File: src/rtl/counter_bank.sv
// Bank of independent up/down counters with per-channel clear, load and
// terminal-count pulse, gated by a post-reset hold sequence.
//
// state   | meaning
// --------+------------------------------------------------------------
// ST_HOLD | post-reset settling; hold timer counts down, counters held at 0
// ST_RUN  | ready asserted; channels respond to clr/load/en
module counter_bank #(
    parameter int    NUM_CH   = 4,
    parameter int    WIDTH    = 8,
    parameter string MODE     = "wrap",
    parameter int    RST_HOLD = 4
) (
    input  logic                    clk,
    input  logic                    rst,
    input  logic [NUM_CH-1:0]       en,
    input  logic [NUM_CH-1:0]       up_dn,
    input  logic [NUM_CH-1:0]       clr,
    input  logic [NUM_CH-1:0]       load,
    input  logic [NUM_CH*WIDTH-1:0] load_val,
    output logic [NUM_CH*WIDTH-1:0] count,
    output logic [NUM_CH-1:0]       tc,
    output logic                    ready
);

    if (NUM_CH < 1 || NUM_CH > 16) begin : g_bad_num_ch
        $fatal(1, "counter_bank: NUM_CH must be 1..16");
    end
    if (WIDTH < 2 || WIDTH > 32) begin : g_bad_width
        $fatal(1, "counter_bank: WIDTH must be 2..32");
    end
    if (RST_HOLD < 0 || RST_HOLD > 255) begin : g_bad_rst_hold
        $fatal(1, "counter_bank: RST_HOLD must be 0..255");
    end
    if (MODE != "wrap" && MODE != "saturate") begin : g_bad_mode
        $fatal(1, "counter_bank: MODE must be \"wrap\" or \"saturate\"");
    end

    localparam bit              SATURATE  = (MODE == "saturate");
    localparam logic [WIDTH-1:0] CNT_MAX  = '1;
    localparam logic [7:0]       HOLD_INIT = 8'(RST_HOLD);

    typedef enum logic {
        ST_HOLD,
        ST_RUN
    } state_t;

    state_t                         state_q,    state_d;
    logic [7:0]                     hold_cnt_q, hold_cnt_d;
    logic                           ready_q,    ready_d;
    logic [NUM_CH-1:0][WIDTH-1:0]   count_q,    count_d;
    logic [NUM_CH-1:0]              tc_q,       tc_d;

    always_comb begin
        state_d    = state_q;
        hold_cnt_d = hold_cnt_q;
        ready_d    = ready_q;
        count_d    = count_q;
        tc_d       = '0;
        case (state_q)
            ST_HOLD: begin
                count_d = '0;
                ready_d = 1'b0;
                if (hold_cnt_q == 8'd0) begin
                    state_d = ST_RUN;
                    ready_d = 1'b1;
                end else begin
                    hold_cnt_d = hold_cnt_q - 8'd1;
                end
            end
            ST_RUN: begin
                ready_d = 1'b1;
                for (int i = 0; i < NUM_CH; i++) begin
                    if (clr[i]) begin
                        count_d[i] = '0;
                    end else if (load[i]) begin
                        count_d[i] = load_val[i*WIDTH +: WIDTH];
                    end else if (en[i]) begin
                        // A step past either end is the terminal event; saturate keeps the value.
                        if (up_dn[i]) begin
                            if (count_q[i] == CNT_MAX) begin
                                tc_d[i]    = 1'b1;
                                count_d[i] = SATURATE ? count_q[i] : '0;
                            end else begin
                                count_d[i] = count_q[i] + WIDTH'(1);
                            end
                        end else begin
                            if (count_q[i] == '0) begin
                                tc_d[i]    = 1'b1;
                                count_d[i] = SATURATE ? count_q[i] : CNT_MAX;
                            end else begin
                                count_d[i] = count_q[i] - WIDTH'(1);
                            end
                        end
                    end
                end
            end
            default: begin
                state_d    = ST_HOLD;
                hold_cnt_d = HOLD_INIT;
                ready_d    = 1'b0;
                count_d    = '0;
            end
        endcase
    end

    always_ff @(posedge clk) begin
        if (rst) begin
            state_q    <= ST_HOLD;
            hold_cnt_q <= HOLD_INIT;
            ready_q    <= 1'b0;
            count_q    <= '0;
            tc_q       <= '0;
        end else begin
            state_q    <= state_d;
            hold_cnt_q <= hold_cnt_d;
            ready_q    <= ready_d;
            count_q    <= count_d;
            tc_q       <= tc_d;
        end
    end

    assign count = count_q;
    assign tc    = tc_q;
    assign ready = ready_q;

endmodule

File: config.mk
export PLATFORM = sky130hd
export DESIGN_NAME = counter_bank
export DESIGN_NICKNAME = d
export VERILOG_FILES = /design/src/rtl/counter_bank.sv
export SDC_FILE = /design/constraint.sdc
export NUM_CORES = 1
export LEC_CHECK = 0
export CORE_UTILIZATION = 45
export DETAILED_ROUTE_END_ITERATION = 8
export PLACE_DENSITY_LB_ADDON = 0.15
export SETUP_SLACK_MARGIN = 0.5
export SLEW_MARGIN = 15
export SYNTH_ARGS = -nofsm -noshare
export SYNTH_HDL_FRONTEND = slang
export SYNTH_SLANG_ARGS = --single-unit
File: constraint.sdc
create_clock -name clk -period 2.1 [get_ports clk]
set_input_delay 0.42 -clock clk [delete_from_list [all_inputs] [get_ports clk]]
set_output_delay 0.42 -clock clk [all_outputs]
set_load 0.005 [all_outputs]
==> metrics.txt <==
status=complete, no violations; largest net degree at the start of global routing=17; Fillers=555; Initial Utilization=46.7%; Post-Synth Simple-Gate Area=33.5%; vias in the first global route=4133; post-route minimum period=1.76 ns; CTS tree=built; synth warn=0; IO buf count=86; later-pin clock latency in the skew report=0.31 ns; Setup TNS=0 ns; Cell Pwr Density=552 nW/µm²; Worst Hold Class=in2reg; library cells used by synthesis=70; Num CTS Buffers=5; WL/cell=16.1 µm; area leader, netlist=dfxtp_1; Post-Syn Area=3630 µm²; Least-Margin Pin Slew=0.428 ns; Post-Syn Instances=509; die width=91.8 µm; Post-synth EDFFs=0; clk_skew=0.0110 ns; top-count cell post-synth=nor2_1; routability congestion estimate from global placement=0.875; final hold vios=0; H-tree levels=2; Worst setup SP type=flip-flop; CTS Sinks=45; dpl hpwl=7610 µm; Pleak=2.60 nW; Layout area overhead=64.1%; CTS max path bufs=2; # IOs=87; gr usage total=27.6%; sequential area share after synthesis=24.8%; core area=7770 µm²; Post-Synth Adder-Cell Area=3.79%; final net count=729; synth top area cells=dfxtp_1 (25%), a21oi_1 (7.5%), nor2_1 (6.7%); Max Slew Vio Count=0; fin util=76.6%; 1st-iter DRT viols=236; placed cell area=4720 µm²; fraction of synthesized area in multiplexers=1.55%; Post-DRT Antenna Nets=0; final period utilization=83.6%; Final Cell Area=5950 µm²; Yosys reg bits=45; Setup crit end kind=flip-flop; CP Max Fanout=3; Compound-Gate Fraction of Synth Area=25.2%; commonest register cell after synthesis=dfxtp_1; Post-Syn Nets=570; main combinational cell family by area after synthesis=simple AND/OR/NAND/NOR gates; # hold bufs at CTS=0; PnR Total Power=3.29 mW; Yosys top cell area share=24.8%; VDD IR max=0.378 mV; clock slew at reported path FFs=0.10 ns; RSZ-0062 raised after global routing=true; drt pass-1 iters=5; Via Count=4609; FP Rows=32; Max-Cap Viols=0; first-pass GRT wire length=19300 µm; Antenna Cells=0; Die ar.=8420 µm²; Routed WL=12400 µm; Fmax=570 MHz; via/cell ratio=5.98; Post-Synth XOR/XNOR Area=4.10%; Arr. time, crit path=1.97 ns; crit path kind=reg2reg; share of layout cells above drive strength 1=34.7%; initial antenna violation count=0; worst endpoint required time=2.31 ns; post-synthesis area per instance=7.13 µm²; gr ovfl total=0; # DRC=0; max_slew headroom=71.5%; Final Setup Violations=0; Synth top cells by count=nor2_1 (65), a21oi_1 (54), dfxtp_1 (45); Async SR Flop Fraction=0%; Die Span Y=91.8 µm; CTS root buf=clkbuf_8
## where the power goes
part	switching, mW	leakage [nW]	internal [mW]
Combinational	0.804	2.17	0.841
Clock	0.337	0.0364	0.234
Sequential	0.111	0.390	0.959
Total	1.25	2.60	2.03
## stage by stage
step	instances	hold WS [ns]	setup WS (ns)
after global placement	690	0.495	0.0889
after global routing	771	0.506	0.290
after floorplan	509	0.476	0.447
after detailed placement	690	0.508	0.0119
final	771	0.500	0.344
after CTS	758	0.494	0.391
## flip-flops by register name, indices dropped and copies added, names as in the netlist
name	count
count	32
hold_cnt_q	8
tc	4
state_q	1
## timing repair
| item | 4_1_cts | 5_1_grt |
|---|---|---|
| endpoints found under the setup margin | 72 | 51 |
| buffers inserted | 60 | 13 |
| hold endpoints to repair | 0 | 0 |
| pin swaps | 12 | 34 |
| resized for setup | 113 | 99 |
## final cells by class
class / instances / area, µm² / area share (%)
Tap cell: 102 / 128 / 2.14
Multi-Input combinational cell: 403 / 2900 / 48.7
Sequential cell: 45 / 1020 / 17.2
Clock buffer: 5 / 68.8 / 1.16
Clock inverter: 3 / 22.5 / 0.378
Timing Repair Buffer: 191 / 1720 / 28.9
Inverter: 22 / 92.6 / 1.56
## critical path, cell delays in order (launching register included)
cell and delay (ns):
dfxtp_2 0.34, inv_2 0.08, ha_4 0.12, or4b_4 0.48
o211ai_1 0.21, buf_4 0.17, nor3_2 0.05, xnor2_1 0.16
nor2_1 0.05
## layout by cell type (no fill, tap or decap), types with 9 or more instances in the layout
master | Yosys | final
a31oi_1 | 11 | 11
inv_1 | 21 | 15
nand2_1 | 33 | 32
nor2_1 | 65 | 61
dfxtp_4 | 0 | 31
clkdlybuf4s50_1 | 0 | 45
nand3_1 | 23 | 19
a21oi_1 | 54 | 48
dlymetal6s2s_1 | 0 | 18
buf_6 | 1 | 11
dfxtp_1 | 45 | 10
dlygate4sd2_1 | 0 | 23
xnor2_1 | 12 | 11
nor3_1 | 25 | 15
buf_4 | 1 | 93
nor3_2 | 0 | 9
o21ai_0 | 18 | 13
## cells by family after synthesis
kind of cell             count (synthesis)
AO/OA/AOI/OAI                          143
XOR/XNOR                                17
adder cells (fa/ha/maj)                 11
buffers and inverters                   61
flip-flops                              45
multiplexers                             5
AND/OR/NAND/NOR                        227
## routing by layer
metal	vias up	global-route usage [%]	wire length, µm
li1	2197	-	-
met1	2155	36.1	5210
met2	224	48.2	6110
met3	33	3.65	894
met4	0	6.51	232
met5	-	0	0
## final timing paths
kind	start	to	slack, ns	depth (start not counted)
max	hold_cnt_q[1]$_SDFFE_PP0P_	hold_cnt_q[6]$_SDFFE_PP0P_	0.34	8
max reg2reg	hold_cnt_q[1]$_SDFFE_PP0P_	hold_cnt_q[6]$_SDFFE_PP0P_	0.34	8
min	rst	count[21]$_SDFFE_PP0P_	0.50	2
min reg2reg	hold_cnt_q[4]$_SDFFE_PP0P_	hold_cnt_q[4]$_SDFFE_PP0P_	0.53	2
Note: power is estimated with default switching activity, not from simulation.
